File: config.mk
export PLATFORM = sky130hd
export DESIGN_NAME = stc_frame_scheduler_flat
export DESIGN_NICKNAME = d
export VERILOG_FILES = /design/src/rtl/stc_frame_scheduler_pkg.sv /design/src/rtl/stc_frame_scheduler_if.sv /design/src/rtl/stc_frame_scheduler_event_latch.sv /design/src/rtl/stc_frame_scheduler.sv /design/src/flat_wrapper.sv
export SDC_FILE = /design/constraint.sdc
export NUM_CORES = 1
export LEC_CHECK = 0
export ABC_CLOCK_PERIOD_IN_PS = 5550
export CELL_PAD_IN_SITES_DETAIL_PLACEMENT = 2
export CELL_PAD_IN_SITES_GLOBAL_PLACEMENT = 2
export CORE_MARGIN = 2
export CORE_UTILIZATION = 38
export DETAILED_ROUTE_END_ITERATION = 10
export PLACE_DENSITY = 0.91
export SYNTH_ARGS = -nofsm -noshare
export SYNTH_HDL_FRONTEND = slang
export SYNTH_HIERARCHICAL = 1
export SYNTH_SLANG_ARGS = --single-unit
export TNS_END_PERCENT = 5
File: constraint.sdc
create_clock -name clk -period 5.55 [get_ports clk]
set_input_delay 1.11 -clock clk [delete_from_list [all_inputs] [get_ports clk]]
set_output_delay 1.11 -clock clk [all_outputs]
set_load 0.01 [all_outputs]
File: src/rtl/stc_frame_scheduler_pkg.sv
// Shared definitions for the STC frame scheduler.
// Holds the FSM state encoding and the default frame geometry.
// Default output samples per frame = pilot-frame samples / decimation ratio.
package stc_frame_scheduler_pkg;

    typedef enum logic [1:0] {
        ST_IDLE  = 2'd0,
        ST_START = 2'd1,
        ST_RUN   = 2'd2,
        ST_FLUSH = 2'd3
    } state_t;

    localparam int PILOT_SAMPLES_PER_FRAME = 6400;
    localparam int DECIM_RATIO             = 2;
    localparam int DEF_FRAME_OUTPUTS       = PILOT_SAMPLES_PER_FRAME / DECIM_RATIO;
    localparam int DEF_FLUSH_CLKS          = 8;
    localparam int DEF_TIMEOUT_CLKS        = 1024;
    localparam int DEF_CNT_WIDTH           = 16;
    localparam int FRAME_CNT_W             = 16;

endpackage

File: src/rtl/stc_frame_scheduler_if.sv
// Signal bundle between the frame scheduler and its surroundings.
// master: drives clkEn, enable, clearErrors and the event inputs;
//         observes the scheduler outputs.
// slave : the scheduler itself.
interface stc_frame_scheduler_if
    import stc_frame_scheduler_pkg::*;
#(
    parameter int CNT_WIDTH = DEF_CNT_WIDTH
);
    logic                   clkEn;
    logic                   enable;
    logic                   clearErrors;
    logic                   startOfFrame;
    logic                   estimatesDone;
    logic                   sampleStrobe;
    logic                   bufferFull;
    logic                   trellisStart;
    logic                   lastSampleReset;
    logic                   frameActive;
    logic [FRAME_CNT_W-1:0] frameCount;
    logic [CNT_WIDTH-1:0]   sampleIndex;
    logic                   stallErr;
    logic                   sofOverrun;
    logic                   overflowErr;

    modport master (
        output clkEn, enable, clearErrors, startOfFrame, estimatesDone,
               sampleStrobe, bufferFull,
        input  trellisStart, lastSampleReset, frameActive, frameCount,
               sampleIndex, stallErr, sofOverrun, overflowErr
    );

    modport slave (
        input  clkEn, enable, clearErrors, startOfFrame, estimatesDone,
               sampleStrobe, bufferFull,
        output trellisStart, lastSampleReset, frameActive, frameCount,
               sampleIndex, stallErr, sofOverrun, overflowErr
    );
endinterface

File: src/rtl/stc_frame_scheduler_event_latch.sv
// Set-priority pending-event latch.
// Ports: clk, reset (async, active-high), en_i (clock enable),
//        set_i (event), clr_i (consume), pend_o (latched event).
// A set arriving in the same enabled cycle as a clear keeps the latch set.
module stc_frame_scheduler_event_latch (
    input  logic clk,
    input  logic reset,
    input  logic en_i,
    input  logic set_i,
    input  logic clr_i,
    output logic pend_o
);
    logic pend_q;
    logic pend_d;

    always_comb begin
        pend_d = set_i | (pend_q & ~clr_i);
    end

    always_ff @(posedge clk or posedge reset) begin
        if (reset) begin
            pend_q <= 1'b0;
        end else if (en_i) begin
            pend_q <= pend_d;
        end
    end

    assign pend_o = pend_q;
endmodule

File: src/rtl/stc_frame_scheduler.sv
// Per-frame controller for the STC frame-alignment buffer and trellis.
// Pairs start-of-frame with estimate completion, issues one trellisStart per
// frame, counts output samples, issues lastSampleReset at frame end/abort,
// and keeps sticky stall / SOF-overrun / overflow flags.
// Ports: clk, reset (async, active-high), bus (slave modport: clkEn, enable,
//        clearErrors, event inputs in; pulses, counters, sticky flags out).
module stc_frame_scheduler
    import stc_frame_scheduler_pkg::*;
#(
    parameter int FRAME_OUTPUTS = DEF_FRAME_OUTPUTS,
    parameter int FLUSH_CLKS    = DEF_FLUSH_CLKS,
    parameter int TIMEOUT_CLKS  = DEF_TIMEOUT_CLKS,
    parameter int CNT_WIDTH     = DEF_CNT_WIDTH
) (
    input  logic                  clk,
    input  logic                  reset,
    stc_frame_scheduler_if.slave  bus
);
    state_t                 state_q, state_d;
    logic [CNT_WIDTH-1:0]   remaining_q, remaining_d;
    logic [CNT_WIDTH-1:0]   sampleIndex_q, sampleIndex_d;
    // Shared by the RUN stall timeout and the FLUSH hold count.
    logic [CNT_WIDTH-1:0]   timer_q, timer_d;
    logic [FRAME_CNT_W-1:0] frameCount_q, frameCount_d;
    logic trellisStart_q, trellisStart_d;
    logic lastSampleReset_q, lastSampleReset_d;
    logic frameActive_q, frameActive_d;
    logic stallErr_q, stallErr_d;
    logic sofOverrun_q, sofOverrun_d;
    logic overflowErr_q, overflowErr_d;

    logic sofSet, estSet, latchClr, sofPend, estPend;
    logic stallEvt, sofOverrunEvt;

    // Events are ignored while disabled; latches are consumed in START.
    assign sofSet   = bus.startOfFrame  & bus.enable;
    assign estSet   = bus.estimatesDone & bus.enable;
    assign latchClr = (state_q == ST_START) | ~bus.enable;
    assign sofOverrunEvt = sofSet & sofPend & ~latchClr;

    stc_frame_scheduler_event_latch u_sof_latch (
        .clk    (clk),
        .reset  (reset),
        .en_i   (bus.clkEn),
        .set_i  (sofSet),
        .clr_i  (latchClr),
        .pend_o (sofPend)
    );

    stc_frame_scheduler_event_latch u_est_latch (
        .clk    (clk),
        .reset  (reset),
        .en_i   (bus.clkEn),
        .set_i  (estSet),
        .clr_i  (latchClr),
        .pend_o (estPend)
    );

    always_comb begin
        state_d           = state_q;
        remaining_d       = remaining_q;
        sampleIndex_d     = sampleIndex_q;
        timer_d           = timer_q;
        frameCount_d      = frameCount_q;
        trellisStart_d    = 1'b0;
        lastSampleReset_d = 1'b0;
        stallEvt          = 1'b0;

        if (!bus.enable) begin
            state_d = ST_IDLE;
            if (state_q == ST_RUN) lastSampleReset_d = 1'b1;
        end else begin
            case (state_q)
                ST_IDLE: begin
                    // Both events count whether latched or arriving now.
                    if ((sofPend | sofSet) && (estPend | estSet)) state_d = ST_START;
                end
                ST_START: begin
                    trellisStart_d = 1'b1;
                    remaining_d    = CNT_WIDTH'(FRAME_OUTPUTS - 1);
                    sampleIndex_d  = '0;
                    timer_d        = '0;
                    state_d        = ST_RUN;
                end
                ST_RUN: begin
                    if (bus.sampleStrobe) begin
                        timer_d = '0;
                        if (remaining_q == '0) begin
                            lastSampleReset_d = 1'b1;
                            frameCount_d      = frameCount_q + 1'b1;
                            state_d           = ST_FLUSH;
                        end else begin
                            sampleIndex_d = sampleIndex_q + 1'b1;
                            remaining_d   = remaining_q - 1'b1;
                        end
                    end else if (timer_q == CNT_WIDTH'(TIMEOUT_CLKS - 1)) begin
                        stallEvt          = 1'b1;
                        lastSampleReset_d = 1'b1;
                        state_d           = ST_IDLE;
                    end else begin
                        timer_d = timer_q + 1'b1;
                    end
                end
                ST_FLUSH: begin
                    if (timer_q == CNT_WIDTH'(FLUSH_CLKS - 1)) state_d = ST_IDLE;
                    else timer_d = timer_q + 1'b1;
                end
                default: state_d = ST_IDLE;
            endcase
        end

        frameActive_d = (state_d == ST_START) || (state_d == ST_RUN);

        // New error beats a simultaneous clear.
        stallErr_d    = stallEvt       | (stallErr_q    & ~bus.clearErrors);
        sofOverrun_d  = sofOverrunEvt  | (sofOverrun_q  & ~bus.clearErrors);
        overflowErr_d = bus.bufferFull | (overflowErr_q & ~bus.clearErrors);
    end

    always_ff @(posedge clk or posedge reset) begin
        if (reset) begin
            state_q           <= ST_IDLE;
            remaining_q       <= '0;
            sampleIndex_q     <= '0;
            timer_q           <= '0;
            frameCount_q      <= '0;
            trellisStart_q    <= 1'b0;
            lastSampleReset_q <= 1'b0;
            frameActive_q     <= 1'b0;
            stallErr_q        <= 1'b0;
            sofOverrun_q      <= 1'b0;
            overflowErr_q     <= 1'b0;
        end else if (bus.clkEn) begin
            state_q           <= state_d;
            remaining_q       <= remaining_d;
            sampleIndex_q     <= sampleIndex_d;
            timer_q           <= timer_d;
            frameCount_q      <= frameCount_d;
            trellisStart_q    <= trellisStart_d;
            lastSampleReset_q <= lastSampleReset_d;
            frameActive_q     <= frameActive_d;
            stallErr_q        <= stallErr_d;
            sofOverrun_q      <= sofOverrun_d;
            overflowErr_q     <= overflowErr_d;
        end
    end

    assign bus.trellisStart    = trellisStart_q;
    assign bus.lastSampleReset = lastSampleReset_q;
    assign bus.frameActive     = frameActive_q;
    assign bus.frameCount      = frameCount_q;
    assign bus.sampleIndex     = sampleIndex_q;
    assign bus.stallErr        = stallErr_q;
    assign bus.sofOverrun      = sofOverrun_q;
    assign bus.overflowErr     = overflowErr_q;
endmodule

File: src/flat_wrapper.sv
// flat-port wrapper written by rule: the top's interface ports become plain ports
module stc_frame_scheduler_flat import stc_frame_scheduler_pkg::*;
#(
    parameter int FRAME_OUTPUTS = DEF_FRAME_OUTPUTS,
    parameter int FLUSH_CLKS    = DEF_FLUSH_CLKS,
    parameter int TIMEOUT_CLKS  = DEF_TIMEOUT_CLKS,
    parameter int CNT_WIDTH     = DEF_CNT_WIDTH
)
  (clk, reset, bus_clkEn, bus_enable, bus_clearErrors, bus_startOfFrame, bus_estimatesDone, bus_sampleStrobe, bus_bufferFull, bus_trellisStart, bus_lastSampleReset, bus_frameActive, bus_frameCount, bus_sampleIndex, bus_stallErr, bus_sofOverrun, bus_overflowErr);
  stc_frame_scheduler_if #(.CNT_WIDTH(CNT_WIDTH)) bus_i ();
  input  logic clk;
  input  logic reset;
  input wire logic [$bits(bus_i.clkEn)-1:0] bus_clkEn;
  input wire logic [$bits(bus_i.enable)-1:0] bus_enable;
  input wire logic [$bits(bus_i.clearErrors)-1:0] bus_clearErrors;
  input wire logic [$bits(bus_i.startOfFrame)-1:0] bus_startOfFrame;
  input wire logic [$bits(bus_i.estimatesDone)-1:0] bus_estimatesDone;
  input wire logic [$bits(bus_i.sampleStrobe)-1:0] bus_sampleStrobe;
  input wire logic [$bits(bus_i.bufferFull)-1:0] bus_bufferFull;
  output wire logic [$bits(bus_i.trellisStart)-1:0] bus_trellisStart;
  output wire logic [$bits(bus_i.lastSampleReset)-1:0] bus_lastSampleReset;
  output wire logic [$bits(bus_i.frameActive)-1:0] bus_frameActive;
  output wire logic [$bits(bus_i.frameCount)-1:0] bus_frameCount;
  output wire logic [$bits(bus_i.sampleIndex)-1:0] bus_sampleIndex;
  output wire logic [$bits(bus_i.stallErr)-1:0] bus_stallErr;
  output wire logic [$bits(bus_i.sofOverrun)-1:0] bus_sofOverrun;
  output wire logic [$bits(bus_i.overflowErr)-1:0] bus_overflowErr;
  assign bus_i.clkEn = bus_clkEn;
  assign bus_i.enable = bus_enable;
  assign bus_i.clearErrors = bus_clearErrors;
  assign bus_i.startOfFrame = bus_startOfFrame;
  assign bus_i.estimatesDone = bus_estimatesDone;
  assign bus_i.sampleStrobe = bus_sampleStrobe;
  assign bus_i.bufferFull = bus_bufferFull;
  assign bus_trellisStart = bus_i.trellisStart;
  assign bus_lastSampleReset = bus_i.lastSampleReset;
  assign bus_frameActive = bus_i.frameActive;
  assign bus_frameCount = bus_i.frameCount;
  assign bus_sampleIndex = bus_i.sampleIndex;
  assign bus_stallErr = bus_i.stallErr;
  assign bus_sofOverrun = bus_i.sofOverrun;
  assign bus_overflowErr = bus_i.overflowErr;
  stc_frame_scheduler #(.FRAME_OUTPUTS(FRAME_OUTPUTS), .FLUSH_CLKS(FLUSH_CLKS), .TIMEOUT_CLKS(TIMEOUT_CLKS), .CNT_WIDTH(CNT_WIDTH)) u_core (.clk(clk), .reset(reset), .bus(bus_i));
endmodule
After elaboration in Yosys (flattened, before gate mapping)
Cells that the tools add are included.
Widths: inputs -> output; s select.
{"block": "op_classes", "n_addsub": 4, "eq_ne": 11, "muxes": 28, "n_bitwise": 20, "reduce_logical": 9}
{"cell": "$mux 16", "n": 7}
{"cell": "$pmux 16 s2", "n": 2}
{"cell": "$add 16x1->16 const B", "n": 3}
{"cell": "$pmux 16 s3", "n": 1}
{"cell": "$eq 16x10->1 const B", "n": 1}
{"cell": "$eq 16x3->1 const B", "n": 1}
{"cell": "$logic_not 16->1", "n": 1}
{"cell": "$sub 16x1->16 const B", "n": 1}
{"cell": "$reduce_and 5->1", "n": 3}
{"cell": "$mux 2", "n": 6}
{"cell": "$mux 1", "n": 11}
{"cell": "$and 1x1->1", "n": 9}
{"cell": "$or 1x1->1", "n": 8}
{"cell": "$pmux 2 s4", "n": 1}
{"cell": "$eq 2x2->1 const B", "n": 3}
{"cell": "$ne 2x2->1 const B", "n": 3}
{"cell": "$eq 2x1->1 const B", "n": 2}
{"cell": "$ne 3x3->1 const B", "n": 1}
{"cell": "$not 1->1", "n": 3}
{"cell": "$reduce_bool 3->1", "n": 1}
{"cell": "$logic_not 2->1", "n": 1}
{"cell": "$reduce_bool 2->1", "n": 1}
{"cell": "$logic_and 1x1->1", "n": 1}
{"cell": "$logic_or 1x1->1", "n": 1}
{"block": "totals", "regBits": 74, "inputBits": 9, "out_inout_bits": 38, "elab_cells": 85}

Logic depth before layout (Yosys ltp)
Gate-level depths: netlist of run 1.
{"block": "depth", "depth_word": 8, "mapped_depth": 9, "depth_no_buf": 8}

Hierarchy
The synthesis of run 1 kept the hierarchy.
{"mod": "stc_frame_scheduler", "instances": 1, "cells_each": 385, "area_per_inst_um2": 3756.1, "seq_area_each_um2": 1801.7}
{"mod": "stc_frame_scheduler_event_latch", "instances": 2, "cells_each": 4, "area_per_inst_um2": 41.3, "seq_area_each_um2": 25.0}

Least setup slack after synthesis of run 1
Ideal clock, no wire load.
{"block": "synth_path", "kind": "input-to-reg", "start": "input port bus_clkEn", "end": "register u_core.remaining_q[9]", "setup_ns": 0.136, "arrival_ns": 2.489, "t_required_ns": 5.414, "slack_ns": 2.924, "path_stages": 8, "n_path_buf": 2, "path_cell_list": "buf_2 -> nand2_1 -> a21oi_1 -> o21a_1 -> clkbuf_1 -> nand3_1 -> o31ai_1 -> a21oi_1"}
{"block": "synth_via", "elab_chain_len": 1}
{"item": "from (decl)", "line": "flat_wrapper.sv:13", "rtl": "input wire logic [$bits(bus_i.clkEn)-1:0] bus_clkEn;"}
{"item": "$reduce_and 5->1 (no line)"}
{"item": "to (signal assigned)", "line": "stc_frame_scheduler.sv:135", "rtl": "remaining_q <= remaining_d;"}
{"item": "to (decl)", "line": "stc_frame_scheduler.sv:20", "rtl": "logic [CNT_WIDTH-1:0] remaining_q, remaining_d;"}
Every way passes these cells.
A chain may end at the register's enable or synchronous reset.

Worst setup path after layout of run 1
{"block": "layout_path", "start": "input port bus_clkEn", "end": "register u_core.remaining_q[15]"}
Same word-level chain as after synthesis.

==> results of run 1 <==
-- power groups by stage --
stage	logic (mW)	registers, mW	clock network, mW
floorplan	0.235	0.667	0
global placement	0.319	0.675	0
detailed placement	0.357	0.687	0
CTS	0.395	0.683	0.507
global route	0.423	0.695	0.530
finish	0.400	0.686	0.499
-- worst paths after layout --
kind / slack [ns] / start / to
max: 1.66 / bus_clkEn / u_core/remaining_q[15]$_DFFE_PP0P_
min: 0.47 / u_core/bus.frameCount[15]$_DFFE_PP0P_ / u_core/bus.frameCount[15]$_DFFE_PP0P_
max reg2reg: 2.24 / u_core/state_q[0]$_DFFE_PP0P_ / u_core/remaining_q[15]$_DFFE_PP0P_
min reg2reg: 0.47 / u_core/bus.frameCount[15]$_DFFE_PP0P_ / u_core/bus.frameCount[15]$_DFFE_PP0P_
max in group asynchronous: 3.24 / reset / u_core/remaining_q[8]$_DFFE_PP0P_
min in group asynchronous: 0.96 / reset / u_core/u_sof_latch/pend_o$_DFFE_PP0P_
-- logic make-up after synthesis --
kind of cell / count (synthesis)
compound gates: 71
xor+xnor: 40
fa+ha+maj: 8
buf+inv: 29
flops: 74
mux: 3
simple gates: 168
-- sequential cells by signal, summed over array words and instances, names as in the netlist --
register / count
u_core/timer_q: 16
u_core/bus.stallErr: 1
u_core/bus.overflowErr: 1
u_core/u_est_latch/pend_o: 1
u_core/bus.frameActive: 1
u_core/u_sof_latch/pend_o: 1
u_core/bus.trellisStart: 1
u_core/bus.frameCount: 16
u_core/state_q: 2
u_core/bus.sampleIndex: 16
u_core/bus.lastSampleReset: 1
u_core/remaining_q: 16
u_core/bus.sofOverrun: 1
-- critical path, delay by kind of cell --
kind            cells  cell delay (ns)
simple gates        3             1.03
compound gates      3             1.26
buf+inv             1             0.76
-- synthesized netlist by cell type (2+ instances only) --
cell / instances / area share
inv_1: 17 / 0.017
o21ai_1: 17 / 0.022
nor4b_1: 2 / 0.0046
o21ai_0: 8 / 0.010
a31oi_1: 5 / 0.0081
nand2_1: 38 / 0.037
a21oi_1: 14 / 0.018
xor2_1: 24 / 0.055
mux2_2: 2 / 0.0059
clkbuf_1: 7 / 0.0068
and3_1: 13 / 0.021
buf_2: 3 / 0.0039
o31ai_1: 7 / 0.014
and4_1: 5 / 0.011
buf_6: 2 / 0.0059
dfrtp_1: 74 / 0.48
nand2b_1: 5 / 0.0081
nand4_1: 12 / 0.020
nor4_2: 2 / 0.0065
nor3_1: 6 / 0.0078
or2_2: 2 / 0.0033
nor2b_1: 3 / 0.0049
nor4_1: 3 / 0.0049
o41ai_2: 2 / 0.0085
xnor2_1: 16 / 0.037
or4_1: 3 / 0.0059
ha_1: 8 / 0.026
or3_1: 5 / 0.0081
a22o_1: 6 / 0.014
nand3_1: 19 / 0.025
o22ai_1: 3 / 0.0049
and2_1: 5 / 0.0081
nand4b_1: 4 / 0.0091
nor2_1: 39 / 0.038
-- area by class of cell --
class,instances,area [sq um],share of cell area
Clock inverter,4,75.1,0.0162
Timing Repair Buffer,48,475,0.102
Inverter,17,63.8,0.0137
Multi-Input combinational cell,290,1860,0.401
Tap cell,133,166,0.0358
Sequential cell,74,1850,0.399
Clock buffer,11,151,0.0326
-- stage by stage --
stage / setup slack, ns / util / power [mW] / cell area, sq um / hold slack (ns)
6_report: 1.66 / 0.475 / 1.59 / 4650 / 0.474
3_5_place_dp: 1.46 / 0.452 / 1.04 / 4420 / 0.467
5_1_grt: 1.49 / 0.475 / 1.65 / 4650 / 0.496
4_1_cts: 1.72 / 0.475 / 1.58 / 4650 / 0.480
3_3_place_gp: 1.68 / 0.452 / 0.994 / 4420 / 0.459
2_1_floorplan: 2.62 / - / 0.902 / 3840 / 0.463
-- routing by layer --
layer / wire length (microns) / global-route usage / up-vias
met5: 0 / 0 / -
met3: 557 / 0.0564 / 39
met4: 510 / 0.128 / 0
met1: 5690 / 0.325 / 1776
met2: 7550 / 0.499 / 116
li1: - / - / 1486
==> run_results.csv, run 1 <==
group,metric,value,unit
power_and_ir_drop,clock_power_share,0.315,
critical_path,cp-end-kind,"flop",
critical_path,arrival,4.17,ns
run,cap_violations,0,
power_and_ir_drop,internal_power,1.01,mW
power_and_ir_drop,seqPwrFrac,0.433,
drt,ant_nets,0,
critical_path,critical_path.most_common_cell,"a21oi_1",
floorplanning,ioPinCount,47,
sta,drv_slew,0,
clocking,cts_setup_buffers,0,
clocking,clk-insertion-delay-late,0.37,ns
synthesis,synth_edf_count,0,
global_route,grt_pass1_vias,4025,
clocking,cts_max_path_buffers,2,
critical_path,cp-start-kind,"input port",
clocking,cts.sinks,74,
critical_path,required,5.83,ns
global_route,grt_overflow,0,
synthesis,async_flop_share,1.00,
power_and_ir_drop,peakVddDrop,0.133,mV
hold_path,hp-class,"flop to flop",
power_and_ir_drop,powerDensity,341,mW/mm^2
synthesis,synth-seq-cells,74,
critical_path,crit_type,"input port to flop",
sta,period_minus_slack,3.89,ns
global_route,grt_pass1_wl,23500,microns
cells_and_area,antenna_cells,0,
drt,wl_per_cell,24.8,microns
drt,viasPerCell,5.92,
sta,setup_viol,0,
synthesis,synth_top_family_by_area,"simple AND/OR/NAND/NOR gates",
outcome,outcome,"completed",
synthesis,syn_avg_cell_area,9.77,sq um
drt,vias,3417,
hold_path,hold_depth,1,
sta,fin_skew,0.0158,ns
cells_and_area,fill_cells,1023,
floorplanning,die_area,0.0109,sq mm
synthesis,synthFlopType,"dfrtp_1",
drt,drt_iter0_markers,153,
power_and_ir_drop,p_comb_frac,0.252,
synthesis,syn_inst,393,
critical_path,cp_max_fo,22,
clocking,cts_resized,0,
cells_and_area,nNetsFinal,457,
synthesis,synth-simple-area-share,0.229,
synthesis,ys_seq_area_frac,0.482,
global_route,grt.total_usage,0.281,
floorplanning,start_util,0.393,
clocking,cts_tree,"built",
placement,dp.final_hpwl,8650,microns
power_and_ir_drop,p_sw_frac,0.360,
power_and_ir_drop,netSwitchingPower,571,uW
synthesis,syn_area,0.00384,sq mm
clocking,cts_hold_buf,0,
floorplanning,die_h,105,microns
critical_path,cp_slowest_cell,"clkdlybuf4s50_1",
placement,port_buffers,46,
sta,rsz0062_at_grt,"false",
placement,routabilityCongestion,0.805,
critical_path,cpPeakStageDelay,0.76,ns
cells_and_area,fin_cells,577,
global_route,antenna_found_initial,0,
cells_and_area,final_layout_size_suffix_gt1_frac,0.0698,
sta,min_period_over_period,0.700,
drt,wirelength,14300,microns
synthesis,synthesis.nets,410,
cells_and_area,syn_to_final_growth,21.0,%
synthesis,ys_types,46,
floorplanning,num_rows,36,
cells_and_area,final_common_cell,"dfrtp_1",
synthesis,synthMuxAreaShare,0.00847,
clocking,clk_pin_slew,0.08,ns
clocking,root_buffer,"clkbuf_8",
sta,relSlewSlack,0.366,
drt,drtPass1Iterations,4,
critical_path,reg2regPathDepth,8,
sta,hold_viol_final,0,
placement,dp_cells,562,
synthesis,synthXorXnorAreaFrac,0.0913,
synthesis,synth_compound_area_frac,0.129,
cells_and_area,final_cell_mix,"74 x dfrtp_1, 46 x clkdlybuf4s50_1, 38 x nand2_1, 38 x nor2_1, 24 x xor2_1",
sta,max_slew.worst_pin.slew,0.950,ns
sta,tns,0,ns
global_route,grt_max_degree,41,
drt,drc,0,
clocking,htreeDepth,3,
synthesis,synthAdderAreaFrac,0.0261,
critical_path,worstPathCellList,"clkdlybuf4s50_1 > nand2_1 > a21oi_1 > o21a_1 > nand3_1 > or3_1 > a21oi_1",
floorplanning,core,0.00977,sq mm
power_and_ir_drop,leakage,1.96,nW
synthesis,ys.warnings.count,6,
sta,timing.fmax,257,MHz
clocking,cts_made_buffers,9,
floorplanning,die_w,105,microns
(Power assumes the default switching activity.)
==> inputs of run 2 (changes only) <==
- ABC_CLOCK_PERIOD_IN_PS: 5550 -> 3750
- CORE_UTILIZATION: 38 -> 35
- PLACE_DENSITY: 0.91 -> 0.85
- clock period: 5.55 -> 3.75 ns (I/O delays scaled with it)
==> run 2 against run 1 <==
Compared with the run above:
- die area increased by 8.2%
- first-iteration DRC count decreased by 37%
- hold slack got worse by 0.0035 ns
- register-to-register slack got worse by 1.4 ns
- non-clock buffer count increased by 3
- total power increased by 33%
- clock skew decreased by 0.0087 ns
- cell count increased by 1.4%
- utilization decreased by 4.5 points
==> run_results.csv, run 2 (synthesis gave the netlist of run 1 again) <==
group,metric,value,unit
outcome,outcome,"completed",
drt,wl_per_cell,18.5,microns
critical_path,arrival,3.11,ns
global_route,grt_pass1_wl,18500,microns
critical_path,required,3.98,ns
cells_and_area,syn_to_final_growth,20.9,%
clocking,cts_max_path_buffers,2,
floorplanning,die_h,109,microns
sta,drv_slew,0,
placement,routabilityCongestion,0.793,
critical_path,crit_type,"input port to flop",
drt,vias,3187,
power_and_ir_drop,power.total,2.11,mW
global_route,grt_pass1_vias,3615,
clocking,clk-insertion-delay-late,0.35,ns
placement,dp.final_hpwl,7670,microns
drt,viasPerCell,5.45,
drt,drt_iter0_markers,97,
clocking,cts.sinks,74,
drt,drtPass1Iterations,4,
floorplanning,die_w,109,microns
power_and_ir_drop,peakVddDrop,0.164,mV
global_route,grt.total_usage,0.200,
floorplanning,core,0.0108,sq mm
clocking,root_buffer,"clkbuf_8",
drt,wirelength,10800,microns
global_route,grt_max_degree,43,
critical_path,cp_slowest_cell,"a221o_1",
sta,tns,0,ns
cells_and_area,final_common_cell,"dfrtp_1",
cells_and_area,final_cell_mix,"74 x dfrtp_1, 46 x clkdlybuf4s50_1, 39 x nor2_1",
clocking,cts_resized,0,
cells_and_area,final_layout_size_suffix_gt1_frac,0.0697,
drt,ant_nets,0,
sta,period_minus_slack,2.88,ns
clocking,cts_hold_buf,0,
sta,max_slew.worst_pin.slew,0.789,ns
clocking,cts_made_buffers,9,
sta,rsz0062_at_grt,"false",
floorplanning,start_util,0.356,
sta,min_period_over_period,0.769,
clocking,clk_pin_slew,0.08,ns
critical_path,cpPeakStageDelay,0.76,ns
sta,relSlewSlack,0.474,
floorplanning,ioPinCount,47,
hold_path,hp-class,"flop to flop",
clocking,htreeDepth,3,
floorplanning,die_area,0.0118,sq mm
placement,port_buffers,46,
clocking,cts_tree,"built",
global_route,antenna_found_initial,0,
cells_and_area,antenna_cells,0,
critical_path,worstPathCellList,"clkdlybuf4s50_1 > nand4b_1 > nor4_2 > a221o_1 > nor2_1 > nand2_1 > o21ai_1",
critical_path,cp-start-kind,"input port",
critical_path,cp_max_fo,21,
run,cap_violations,0,
sta,hold_viol_final,0,
power_and_ir_drop,leakage,1.96,nW
sta,setup_viol,0,
sta,fin_skew,0.00715,ns
cells_and_area,nNetsFinal,460,
drt,drc,0,
sta,timing.fmax,347,MHz
clocking,cts_setup_buffers,0,
global_route,grt_overflow,0,
floorplanning,num_rows,38,
critical_path,cp-end-kind,"flop",
power_and_ir_drop,powerDensity,454,mW/mm^2
## run 2: worst paths after layout
check,start,end,slack [ns],cells past startpoint
worst min register to register,u_core/bus.frameCount[15]$_DFFE_PP0P_,u_core/bus.frameCount[15]$_DFFE_PP0P_,0.47,1
max in group asynchronous,reset,u_core/remaining_q[13]$_DFFE_PP0P_,2.18,3
worst max-delay path,bus_sampleStrobe,u_core/timer_q[5]$_DFFE_PP0P_,0.87,7
worst min-delay path,u_core/bus.frameCount[15]$_DFFE_PP0P_,u_core/bus.frameCount[15]$_DFFE_PP0P_,0.47,1
worst max register to register,u_core/timer_q[0]$_DFFE_PP0P_,u_core/timer_q[5]$_DFFE_PP0P_,0.88,7
min in group asynchronous,reset,u_core/u_sof_latch/pend_o$_DFFE_PP0P_,0.61,2
## run 2: final cells by class
class	count	area (sq um)
Clock buffer	10	138
Clock inverter	3	42.5
Fill cell	1157	6150
Inverter	17	63.8
Multi-Input combinational cell	290	1860
Sequential cell	74	1850
Tap cell	140	175
Timing Repair Buffer	51	510
## run 2: power breakdown
group	total (mW)	switching, mW	internal, mW
Clock	0.609	0.296	0.313
Combinational	0.505	0.293	0.212
Sequential	0.993	0.109	0.884
## run 2: routing by layer
layer,share of wire,GRT usage,vias up
met3,0.026,0.0263,10
li1,-,-,1487
met5,0,0,-
met1,0.45,0.254,1645
met2,0.51,0.347,45
met4,0.015,0.0742,0
## run 2: through the flow
step / std cells / area (sq um) / hold WS, ns / setup WS, ns / util
6_report: 585 / 4640 / 0.471 / 0.865 / 0.430
5_1_grt: 585 / 4640 / 0.508 / 0.690 / 0.430
4_1_cts: 585 / 4640 / 0.471 / 0.890 / 0.430
3_5_place_dp: 572 / 4460 / 0.460 / 0.528 / 0.413
3_3_place_gp: 572 / 4460 / 0.457 / 0.655 / 0.413
2_1_floorplan: 393 / 3840 / 0.463 / 1.18 / -
## run 2: worst max-delay path, delay by kind of cell
| kind | cells | cell delay, ns |
|---|---|---|
| AOI/OAI and AO/OA | 2 | 0.83 |
| buffers and inverters | 1 | 0.46 |
| and+or+nand+nor | 4 | 1.07 |
==> inputs of run 3 (changes only) <==
- ABC_CLOCK_PERIOD_IN_PS: 3750 -> 2950
- clock period: 3.75 -> 2.95 ns (I/O delays scaled with it)
==> run 3 against run 2 <==
Compared with the run above:
- total power rose by 37%
- highest routed layer unchanged
- sequential power rose by 28%
- wire length rose by 3.1%
- count of clock-buffer cells in the layout rose by 2
- critical path type is now flop to flop
- critical path depth rose by 1
- hold slack got worse by 0.031 ns
- critical endpoint is now u_core/remaining_q[15]$_DFFE_PP0P_
==> run_results.csv, run 3 (synthesis gave the netlist of run 1 again) <==
group,metric,value,unit
outcome,outcome,"completed",
sta,min_period_over_period,0.893,
critical_path,crit_type,"flop to flop",
global_route,grt.total_usage,0.205,
critical_path,required,3.24,ns
global_route,antenna_found_initial,0,
clocking,cts_max_path_buffers,2,
cells_and_area,regArea,0.00185,sq mm
global_route,grt_max_degree,73,
power_and_ir_drop,peakVddDrop,0.246,mV
cells_and_area,nNetsFinal,468,
global_route,grt_overflow,0,
floorplanning,num_rows,38,
floorplanning,ioPinCount,47,
hold_path,hp-class,"input port to async pin",
placement,placed_area,0.00452,sq mm
sta,hold_viol_final,0,
floorplanning,die_area,0.0118,sq mm
placement,routabilityCongestion,0.806,
clocking,clk-insertion-delay-late,0.37,ns
clocking,cts_tree,"built",
drt,ant_nets,0,
clocking,cts_setup_buffers,0,
clocking,cts_hold_buf,0,
power_and_ir_drop,powerDensity,607,mW/mm^2
placement,pre_cts_ws,0.111,ns
cells_and_area,final_common_cell,"dfrtp_1",
sta,fin_skew,0.00914,ns
sta,final.setup.worst_slack,0.315,ns
cells_and_area,fin_cells,596,
floorplanning,start_util,0.356,
clocking,root_buffer,"clkbuf_8",
placement,dp.final_hpwl,7880,microns
floorplanning,core,0.0108,sq mm
clocking,cts_made_buffers,9,
drt,vias,3230,
sta,drv_slew,0,
sta,timing.fmax,379,MHz
cells_and_area,syn_to_final_growth,24.0,%
sta,setup_viol,0,
critical_path,cp-end-kind,"flop",
cells_and_area,fill_cells,1168,
drt,drc,0,
clocking,clk_pin_slew,0.08,ns
critical_path,arrival,2.92,ns
cells_and_area,fin_area,0.00476,sq mm
sta,tns,0,ns
clocking,htreeDepth,3,
global_route,grt_pass1_wl,18700,microns
critical_path,cp-start-kind,"flop",
run,cap_violations,0,
drt,wl_per_cell,18.7,microns
cells_and_area,antenna_cells,0,
cells_and_area,multiInputGateArea,0.00186,sq mm
power_and_ir_drop,power.total,2.89,mW
sta,rsz0062_at_grt,"false",
clocking,cts_resized,0,
floorplanning,die_h,109,microns
sta,relSlewSlack,0.626,
placement,port_buffers,46,
sta,max_slew.worst_pin.slew,0.555,ns
drt,wirelength,11100,microns
floorplanning,die_w,109,microns
drt,drtPass1Iterations,4,
power_and_ir_drop,leakage,2.03,nW
cells_and_area,final_cell_mix,"74 x dfrtp_1, 46 x clkdlybuf4s50_1, 39 x nor2_1",
placement,dp_cells,580,
drt,viasPerCell,5.42,
cells_and_area,final_layout_size_suffix_gt1_frac,0.0921,
critical_path,cp_max_fo,6,
drt,drt_iter0_markers,83,
sta,period_minus_slack,2.64,ns
global_route,grt_pass1_vias,3738,
clocking,cts.sinks,74,
[run 3: power by group]
group	total, mW	switching [mW]	internal [mW]
clock network	0.945	0.401	0.544
logic	0.671	0.380	0.292
registers	1.27	0.146	1.12
[run 3: final cells by class]
type	instances	share of cell area
multi-input cells	290	0.391
inverters	17	0.0134
clock buffers	12	0.0347
well taps	140	0.0368
clock inverters	4	0.0153
repair buffers	59	0.120
flip-flops and latches	74	0.389
[run 3: per-stage QoR]
step	utilization	hold WS, ns
after floorplan	-	0.319
after global placement	0.419	0.456
after detailed placement	0.419	0.475
after CTS	0.441	0.430
after global routing	0.441	0.443
final	0.441	0.440
[run 3: worst paths after layout]
path | slack (ns) | depth (start not counted) | to | from
min in group clk | 0.48 | 1 | u_core/bus.frameCount[15]$_DFFE_PP0P_ | u_core/bus.frameCount[15]$_DFFE_PP0P_
min | 0.44 | 2 | u_core/u_sof_latch/pend_o$_DFFE_PP0P_ | reset
max reg2reg | 0.31 | 8 | u_core/remaining_q[15]$_DFFE_PP0P_ | u_core/state_q[1]$_DFFE_PP0P_
min reg2reg | 0.48 | 1 | u_core/bus.frameCount[15]$_DFFE_PP0P_ | u_core/bus.frameCount[15]$_DFFE_PP0P_
max | 0.31 | 8 | u_core/remaining_q[15]$_DFFE_PP0P_ | u_core/state_q[1]$_DFFE_PP0P_
max in group asynchronous | 1.94 | 3 | u_core/bus.sampleIndex[3]$_DFFE_PP0P_ | reset
[run 3: worst max-delay path, cell delays in order, from the launching register on]
cell and delay [ns]:
dfrtp_1 0.49, inv_1 0.17, ha_1 0.36, nand2b_1 0.16, a21oi_1 0.33, o21a_1 0.28
nand3_1 0.24, or3_1 0.38, a21oi_1 0.15
[run 3: layer usage]
metal | up-vias | routed length (microns) | global-route usage
li1 | 1506 | - | -
met1 | 1657 | 4860 | 0.247
met2 | 48 | 5760 | 0.359
met3 | 19 | 272 | 0.0299
met4 | 0 | 246 | 0.0952
met5 | - | 0 | 0
